[src/rtl/psum_bank_sched.sv]
// Row/block/frame sequencer for the PEB with RAM2/RAM3 psum ping-pong ownership.
// A finished frame's bank goes to pooling and is reclaimed only after release.
module psum_bank_sched #(
    parameter int ROW_WIDTH = 6,
    parameter int BLK_WIDTH = 8,
    parameter int FRM_WIDTH = 8
) (
    input  logic                 clk,
    input  logic                 rst,
    input  logic                 TOPCTR_Sta,
    input  logic [ROW_WIDTH-1:0] CFG_NumRow,
    input  logic [BLK_WIDTH-1:0] CFG_NumBlk,
    input  logic [FRM_WIDTH-1:0] CFG_NumFrm,
    input  logic                 PECCTR_DonRow,
    input  logic                 POOLCTR_FnhBnk,
    output logic                 PEBPEC_StaRow,
    output logic                 PEBPEC_FnhRow,
    output logic                 PEBPEC_FnhBlk,
    output logic                 PEBPEC_FnhFrm,
    output logic                 CTRPEB_FrtBlk,
    output logic                 CTRPEB_FlgRAM2,
    output logic                 CTRPOOL_RdyBnk,
    output logic                 CTRTOP_Busy,
    output logic                 CTRTOP_Don
);

    typedef enum logic [2:0] {
        IDLE,
        STA,
        RUN,
        ENDROW,
        WAITPOOL,
        DRAIN
    } state_t;

    state_t r_state;
    state_t w_nxt;

    logic [ROW_WIDTH-1:0] r_max_row, r_cnt_row, w_cnt_row, w_cfg_row;
    logic [BLK_WIDTH-1:0] r_max_blk, r_cnt_blk, w_cnt_blk, w_cfg_blk;
    logic [FRM_WIDTH-1:0] r_max_frm, r_cnt_frm, w_cnt_frm, w_cfg_frm;

    logic r_pool_busy;
    logic w_pool_busy;
    logic w_swap;
    logic w_rel;
    logic w_row_last;
    logic w_blk_last;
    logic w_frm_last;
    logic w_don_row;

    // Stored limits are max index, so a zero count collapses to a single pass.
    assign w_cfg_row = (CFG_NumRow == '0) ? '0 : CFG_NumRow - ROW_WIDTH'(1);
    assign w_cfg_blk = (CFG_NumBlk == '0) ? '0 : CFG_NumBlk - BLK_WIDTH'(1);
    assign w_cfg_frm = (CFG_NumFrm == '0) ? '0 : CFG_NumFrm - FRM_WIDTH'(1);

    assign w_row_last = (r_cnt_row == r_max_row);
    assign w_blk_last = (r_cnt_blk == r_max_blk);
    assign w_frm_last = (r_cnt_frm == r_max_frm);
    assign w_rel      = POOLCTR_FnhBnk & r_pool_busy;
    assign w_don_row  = (r_state == RUN) & PECCTR_DonRow;

    always_comb begin
        w_nxt     = r_state;
        w_cnt_row = r_cnt_row;
        w_cnt_blk = r_cnt_blk;
        w_cnt_frm = r_cnt_frm;
        w_swap    = 1'b0;
        unique case (r_state)
            IDLE: begin
                if (TOPCTR_Sta) begin
                    w_nxt     = STA;
                    w_cnt_row = '0;
                    w_cnt_blk = '0;
                    w_cnt_frm = '0;
                end
            end
            STA: begin
                // A post-swap entry spends one silent cycle before the pulse.
                if (PEBPEC_StaRow) begin
                    w_nxt = RUN;
                end
            end
            RUN: begin
                if (PECCTR_DonRow) begin
                    w_nxt = ENDROW;
                end
            end
            ENDROW: begin
                if (!(w_row_last && w_blk_last)) begin
                    w_nxt = STA;
                    if (w_row_last) begin
                        w_cnt_row = '0;
                        w_cnt_blk = r_cnt_blk + BLK_WIDTH'(1);
                    end else begin
                        w_cnt_row = r_cnt_row + ROW_WIDTH'(1);
                    end
                end else if (!r_pool_busy || POOLCTR_FnhBnk) begin
                    w_swap = 1'b1;
                end else begin
                    w_nxt = WAITPOOL;
                end
            end
            WAITPOOL: begin
                if (w_rel) begin
                    w_swap = 1'b1;
                end
            end
            DRAIN: begin
                if (w_rel) begin
                    w_nxt = IDLE;
                end
            end
            default: begin
                w_nxt = IDLE;
            end
        endcase
        if (w_swap) begin
            w_cnt_row = '0;
            w_cnt_blk = '0;
            w_cnt_frm = w_frm_last ? '0 : r_cnt_frm + FRM_WIDTH'(1);
            w_nxt     = w_frm_last ? DRAIN : STA;
        end
    end

    always_comb begin
        w_pool_busy = r_pool_busy;
        if (w_swap) begin
            w_pool_busy = 1'b1;
        end else if (w_rel) begin
            w_pool_busy = 1'b0;
        end
    end

    always_ff @(posedge clk) begin
        if (rst) begin
            r_state        <= IDLE;
            r_max_row      <= '0;
            r_max_blk      <= '0;
            r_max_frm      <= '0;
            r_cnt_row      <= '0;
            r_cnt_blk      <= '0;
            r_cnt_frm      <= '0;
            r_pool_busy    <= 1'b0;
            PEBPEC_StaRow  <= 1'b0;
            PEBPEC_FnhRow  <= 1'b0;
            PEBPEC_FnhBlk  <= 1'b0;
            PEBPEC_FnhFrm  <= 1'b0;
            CTRPEB_FrtBlk  <= 1'b0;
            CTRPEB_FlgRAM2 <= 1'b1;
            CTRTOP_Busy    <= 1'b0;
            CTRTOP_Don     <= 1'b0;
        end else begin
            r_state     <= w_nxt;
            r_cnt_row   <= w_cnt_row;
            r_cnt_blk   <= w_cnt_blk;
            r_cnt_frm   <= w_cnt_frm;
            r_pool_busy <= w_pool_busy;
            if (r_state == IDLE && TOPCTR_Sta) begin
                r_max_row <= w_cfg_row;
                r_max_blk <= w_cfg_blk;
                r_max_frm <= w_cfg_frm;
            end
            PEBPEC_StaRow  <= (w_nxt == STA) && !w_swap;
            PEBPEC_FnhRow  <= w_don_row;
            PEBPEC_FnhBlk  <= w_don_row && w_row_last;
            PEBPEC_FnhFrm  <= w_don_row && w_row_last && w_blk_last;
            CTRPEB_FrtBlk  <= (w_cnt_blk == '0) && (w_nxt != IDLE) && (w_nxt != DRAIN);
            CTRPEB_FlgRAM2 <= CTRPEB_FlgRAM2 ^ w_swap;
            CTRTOP_Busy    <= (w_nxt != IDLE);
            CTRTOP_Don     <= (r_state == DRAIN) && w_rel;
        end
    end

    assign CTRPOOL_RdyBnk = r_pool_busy;

endmodule

[config.mk]
export PLATFORM = sky130hd
export DESIGN_NAME = psum_bank_sched
export DESIGN_NICKNAME = d
export VERILOG_FILES = /design/src/rtl/psum_bank_sched.sv
export SDC_FILE = /design/constraint.sdc
export NUM_CORES = 1
export LEC_CHECK = 0
export BUFFER_PORTS_ARGS = -buffer_cell sky130_fd_sc_hd__buf_2
export CORE_ASPECT_RATIO = 1.75
export CORE_MARGIN = 1.5
export CORE_UTILIZATION = 62
export CTS_CLUSTER_DIAMETER = 30
export DETAILED_ROUTE_END_ITERATION = 12
export GPL_ROUTABILITY_DRIVEN = 1
export PLACE_DENSITY = 0.82
export SLEW_MARGIN = 20
export SYNTH_ARGS = -nofsm -noshare
export SYNTH_HDL_FRONTEND = slang
export SYNTH_SLANG_ARGS = --single-unit
[constraint.sdc]
create_clock -name clk -period 6.3 [get_ports clk]
set_input_delay 0.63 -clock clk [delete_from_list [all_inputs] [get_ports clk]]
set_output_delay 0.63 -clock clk [all_outputs]
set_load 0.03 [all_outputs]
# Word-level counts from Yosys, hierarchy flattened
# Index checks and enable logic that the tools add are counted.
# classes
reduce_logical	24
add_sub_neg	6
bitwise	3
n_mux	31
eq_ne	12
# ops
operator	count
2-to-1 mux 8 bit	10
zero test 8 bit	3
2-to-1 mux 3 bit	8
2-to-1 mux 6 bit	4
one-hot mux 3 bit (6 select lines)	1
adder 8 x 1 -> 8 bit, second input constant	2
== test 8 bit	2
one-hot mux 8 bit (2 select lines)	1
subtractor 8 x 1 -> 8 bit, second input constant	2
one-hot mux 6 bit (2 select lines)	1
logical AND 1 bit	8
nonzero test 2 bit	4
adder 6 x 1 -> 6 bit, second input constant	1
== test 3 x 1 -> 1 bit, second input constant	2
== test 3 x 2 -> 1 bit, second input constant	2
== test 3 bit, second input constant	2
== test 6 bit	1
zero test 6 bit	1
subtractor 6 x 1 -> 6 bit, second input constant	1
2-to-1 mux 1 bit	5
inequality test 2 bit, second input constant	2
zero test 3 bit	1
inequality test 3 bit, second input constant	1
AND reduction 3 bit	1
8 further kinds	10
# word_totals
reg_bits	56
wordCells	92
input_bits	27
output_inout_bits	9

# Longest topological paths before layout
# depth
depth_word	9
mapped_depth	10
depth_no_buf	8

# Least setup slack after synthesis
# Ideal clock, no wire load.
# synth_path
path_kind	reg-to-reg
from	reg r_cnt_row[1]
to	reg r_cnt_frm[7]
required_time_ps	6212
path_stages_with_launch	9
setup_time_ps	88
slack_ps	4022
arrival_ps	2190
path_cell_list	dfxtp_1 xor2_1 or4_4 nor4_4 o21ai_2 a21oi_4 buf_6 a41oi_2 a311oi_2
# synth_via
elab_chain_len	6
elab_cells_between_ends	8
cone_classes	eq/ne (1); mux (3); reduce/logical (4)
# synth_lines
item	line	source
from (decl)	39	logic [ROW_WIDTH-1:0] r_max_row, r_cnt_row, w_cnt_row, w_cfg_row;
from (signal assigned)	155	r_cnt_row <= w_cnt_row;
== test 6 bit *	57	assign w_row_last = (r_cnt_row == r_max_row);
logical AND 1 bit *	90	if (!(w_row_last && w_blk_last)) begin
2-to-1 mux 1 bit *	90	
one-hot mux 1 bit (2 select lines) *	69	unique case (r_state)
nonzero test 2 bit (no source line)	-	
AND reduction 2 bit (no source line)	-	
to (signal assigned)	157	r_cnt_frm <= w_cnt_frm;
to (decl)	41	logic [FRM_WIDTH-1:0] r_max_frm, r_cnt_frm, w_cnt_frm, w_cfg_frm;
# Every way passes the cells marked *; elsewhere a longest branch is shown, timed or not.
# A chain may end at the register's enable or synchronous reset.

# Worst setup path after layout
# layout_path
from	reg r_cnt_row[1]
to	reg CTRPEB_FrtBlk
# layout_via
elab_chain_len	8
elab_cells_between_ends	16
cone_classes	eq/ne (2); mux (9); reduce/logical (5)
# layout_lines
item	line	source
== test 6 bit *	57	
2-to-1 mux 8 bit or logical AND 1 bit (tied branches)	92, 90	
2-to-1 mux 8 bit, or another cell as far along	90	
one-hot mux 8 bit (2 select lines), or another cell as far along	69	
2-to-1 mux 8 bit or 2-to-1 mux 3 bit (tied branches)	118	if (w_swap) begin
zero test 8 bit or nonzero test 3 bit (tied branches)	168	CTRPEB_FrtBlk <= (w_cnt_blk == '0) && (w_nxt != IDLE) && (w_nxt != DRAIN);
logical AND 1 bit	168	
logical AND 1 bit *	168	
to (signal assigned)	168	
to (decl)	20	output logic CTRPEB_FrtBlk,
# Marks and branches as above.

==> results list <==
* Main area contributors after synthesis: dfxtp_1 37%, xor2_1 7.0%, nor2_1 6.0%, a22oi_1 5.0%, xnor2_1 4.7%
* Endpoint, Worst Hold: CTRPEB_FlgRAM2$_SDFF_PP1_
* Clock tree skew after final layout: roughly 0.0059 ns
- The number of max-slew violations in the final report came to 0.
- Counting every net in the synthesized netlist gives roughly 380.
- Overall die height: 95.0 um
* Setup repair after global routing missed its margin: false
- The floorplan step defined a die boundary enclosing roughly 0.0053 sq mm.
- The multi-input combinational cells in the finished layout cover a total of between 0.0015 and 0.002 sq mm.
* # Max-Cap Violations: 0
- The biggest area contributor in the post-synthesis netlist is dfxtp_1.
- In this run the core area contains 33 standard-cell rows.
- Overall die width: 55.6 um
* Result of the run: complete, no violations
- Later-pin clock latency in the skew report: 0.31 ns
- A synthesized cell averages 8.57 sq um.
* Combinational family with the most area after synthesis: simple AND/OR/NAND/NOR gates
- Reg-to-reg startpoint: r_cnt_row[1]$_SDFFE_PP0P_
* Post-Synthesis Cells: 350
- Summed over all nets, the half-perimeter wirelength after detailed placement is around 4700 um.
* Num CTS Buffers: 5
- STA classifies the critical path endpoint as a flop.
* Worst-path maximum fanout: 11
* Share of the synthesized area in compound gates (AO/OA/AOI/OAI): between 10% and 20%
- The sequential cells in the finished layout cover a total of between 0.001 and 0.0015 sq mm.
- Portion of the clock cycle consumed by the worst path in the final layout: between 40% and 50%
- In this run the most critical hold path is launched from CTRPEB_FlgRAM2$_SDFF_PP1_.
- Routability congestion estimate from global placement: 0.910
* First-pass GRT wire length: 10700 um
- The number of different library cells used by synthesis comes to 50.
- The repair_antennas step left the layout with diodes totalling 0.
- Final cell area excluding filler cells: approximately 0.0033 sq mm
* Total setup buffers inserted after CTS: 0
* Final TNS setup: 0 ns
- The number of hold buffers added after CTS was 0.
- After clock tree synthesis, the clock-pin slew on the worst setup and hold paths is roughly 0.1 ns.
- By startpoint and endpoint, the worst setup path is classified as reg -> reg.
* Critical Path AT: around 3.1 ns
- In this run the most used layer during global routing was met2.
- Share of the synthesized area in the top cell type: between 30% and 40%
- Overall routing resource usage: between 20% and 30%
* Root Driver: clkbuf_8
- The endpoint identified for the worst register-to-register timing path is CTRPEB_FrtBlk$_SDFF_PP0_.
- CTS H-tree depth: 2
* Flip-flop and latch count after synthesis: between 50 and 60
- Final number of hold-violating endpoints: 0
* TritonCTS clock tree: built
- PostCTS Resize Cnt: 0
- The number of global-route vias before repair was approximately 2600.
- Worst Reg-to-Reg Cells: 7
* Pre-Repair DR Iteration Count: 4
- Maximum ir drop on the vdd rail: between 0.2 and 0.25 mV
- Arithmetic-cell share of the synthesized area counting full adders, half adders and majority gates: roughly 3%
- The area growth from synthesis to layout is 9.64%.
- The region available for standard cell placement spans approximately 0.0047 sq mm.
- Fraction of layout cells with a size suffix above 1: between 10% and 20%
- Portion of netlist area occupied by mux cells: about 1.7%
* Top-level port count: 36
- Largest net degree at the start of global routing: 44
* Initial core utilization: between 60% and 70%
* Fin nets: around 400
* Setup Viol. Count Final: 0
- Buffers placed on the I/O ports in this run total 35.
- The tightest min-delay check is of the reg -> reg type.
- Routed vias/inst: ~6.1
- Number of routed nets with antenna violations: 0
* Final Critical Period: 2.86 ns
- Leakage component of the power: about 0.0013 uW
- For this run, global-route usage on met3 was measured as 3.29%.
- Across all setup checks in the final design, the least slack found is roughly 3.4 ns.
- Clock tree synthesis found a total of between 50 and 60 sinks.
* Total via count in the routed design: 2619
* Maximum root-to-sink buffer count: 2
- Counting the fill cells in the layout gives roughly 400.
* Detailed Route WL: 6330 um
- For met1 alone, demand over resource in global routing was 26.5%.
- Dividing the detail-routed wire length by the instance count gives between 10 and 15 um.
- Data on the critical path is required at its endpoint by 6.56 ns.
- DRC violation count after routing: 0
- STA classifies the critical path startpoint as a flop.
- Worst relative slew slack: 46.5%
- For the pin with the worst max-slew slack, the measured transition is roughly 0.8 ns.
* Part of the Yosys area used for sequential elements: 37.4%
* Total power divided by cell area: about 230 mW/mm^2
- Highest attainable clock frequency: approximately 350 MHz
- Post-placement setup slack: about 3.5 ns
- Number of instances on the worst hold path: 2
- Number of synthesis warnings: 0
- The synthesized netlist occupies a cell area of about 0.003 sq mm.
- After Yosys synthesis, XOR and XNOR cells account for 11.7% of the synthesized area.
- The worst register-to-register path has a setup slack of roughly 3.4 ns.
- For this run the aggregate overflow at the end of global routing stands at 0.
* Number of DRC markers in iteration 0: 90
- Cell area after placement: around 0.0032 sq mm
- Global routing consumed, on the met2 layer, approximately 48% of the routing resources.
* Initial antenna violation count: 0
- The synthesized netlist devotes a little under a quarter of its cell area to simple gates.
[power breakdown]
part / switching, uW / internal (uW)
registers: 14.4 / 372
logic: 84.5 / 52.8
clock network: 113 / 118
[through the flow]
step | util [%] | power (uW) | instances | hold slack (ns)
floorplan | - | 494 | 350 | 0.470
detailed placement | 68.1 | 531 | 423 | 0.492
finish | 70.4 | 755 | 431 | 0.509
global placement | 68.1 | 527 | 423 | 0.477
global route | 70.4 | 787 | 431 | 0.539
CTS | 70.4 | 755 | 431 | 0.513
[state kept, by name, indices dropped and copies added (netlist names), 3 cells and up]
register	cells
r_cnt_blk	8
r_cnt_frm	8
r_cnt_row	6
r_max_blk	8
r_max_frm	8
r_max_row	6
r_state	3
[worst max-delay path, stage by stage, from the launching register on]
cell,delay (ns)
dfxtp_1,0.36
xor2_1,0.19
nor4_1,0.58
o2111ai_1,0.51
o211ai_1,0.35
o211ai_1,0.14
o41ai_1,0.43
o2111a_1,0.26
[how the worst max path moves through the flow]
stage                                   start                        end  slack (ns)
floorplan           r_cnt_row[1]$_SDFFE_PP0P_  r_cnt_frm[7]$_SDFFE_PP0P_        4.02
global placement    r_cnt_row[1]$_SDFFE_PP0P_   CTRPEB_FrtBlk$_SDFF_PP0_        3.72
detailed placement  r_cnt_row[1]$_SDFFE_PP0P_   CTRPEB_FrtBlk$_SDFF_PP0_        3.51
CTS                 r_cnt_row[1]$_SDFFE_PP0P_   CTRPEB_FrtBlk$_SDFF_PP0_        3.51
global route        r_cnt_row[1]$_SDFFE_PP0P_   CTRPEB_FrtBlk$_SDFF_PP0_        3.33
finish              r_cnt_row[1]$_SDFFE_PP0P_   CTRPEB_FrtBlk$_SDFF_PP0_        3.44
[per-layer routing]
metal,wire (um),vias up
met3,220,12
met5,0,-
met2,3310,62
li1,-,1307
met4,138,0
met1,2660,1238
[synthesized netlist by cell type (all sizes together)]
| cell | instances |
|---|---|
| and3 | 8 |
| xor2 | 24 |
| a21o | 2 |
| a41oi | 2 |
| o22ai | 2 |
| nor2b | 4 |
| o31ai | 2 |
| clkbuf | 11 |
| mux2i | 5 |
| o2111a | 2 |
| a22oi | 20 |
| or3 | 4 |
| o211ai | 6 |
| nor4 | 7 |
| nor2 | 48 |
| a2bb2oi | 1 |
| nor3 | 13 |
| xnor2 | 16 |
| a211oi | 4 |
| or4 | 1 |
| nand2 | 19 |
| a311oi | 6 |
| nand3 | 9 |
| nand3b | 2 |
| nor3b | 4 |
| or2 | 1 |
| nand2b | 8 |
| a21oi | 11 |
| o21a | 2 |
| and2 | 7 |
| o41ai | 2 |
| ha | 7 |
| inv | 14 |
| o21ai | 5 |
| a31oi | 2 |
| nand4 | 4 |
| and3b | 1 |
| o2111ai | 3 |
| buf | 4 |
| dfxtp | 56 |
| o211a | 1 |
[area by class of cell]
type                       count  area share, %
inverter                      14           1.60
timing repair buffer          36           5.56
clock inverter                 2           1.07
clock buffer                   6           2.21
multi-input combinational    265           53.5
sequential                    56           34.1
tap                           52           1.98
[logic make-up after synthesis]
group / count (synthesis)
and+or+nand+nor: 140
AOI/OAI and AO/OA: 73
DFF: 56
xor gates and xnor gates: 40
buffers and inverters: 29
adders and majority gates: 7
muxes: 5
[cells in the final DEF, fill, tap and decap left out, types with 9 or more instances in the layout]
master,Yosys,final
inv_1,14,14
nand3_1,9,9
dfxtp_1,56,56
a22oi_1,20,20
a21oi_1,10,10
nor3_1,13,13
nand2_1,19,19
xnor2_1,16,16
nor2_1,48,48
xor2_1,24,24
buf_2,1,35
Power figures use the tool's default switching activity.
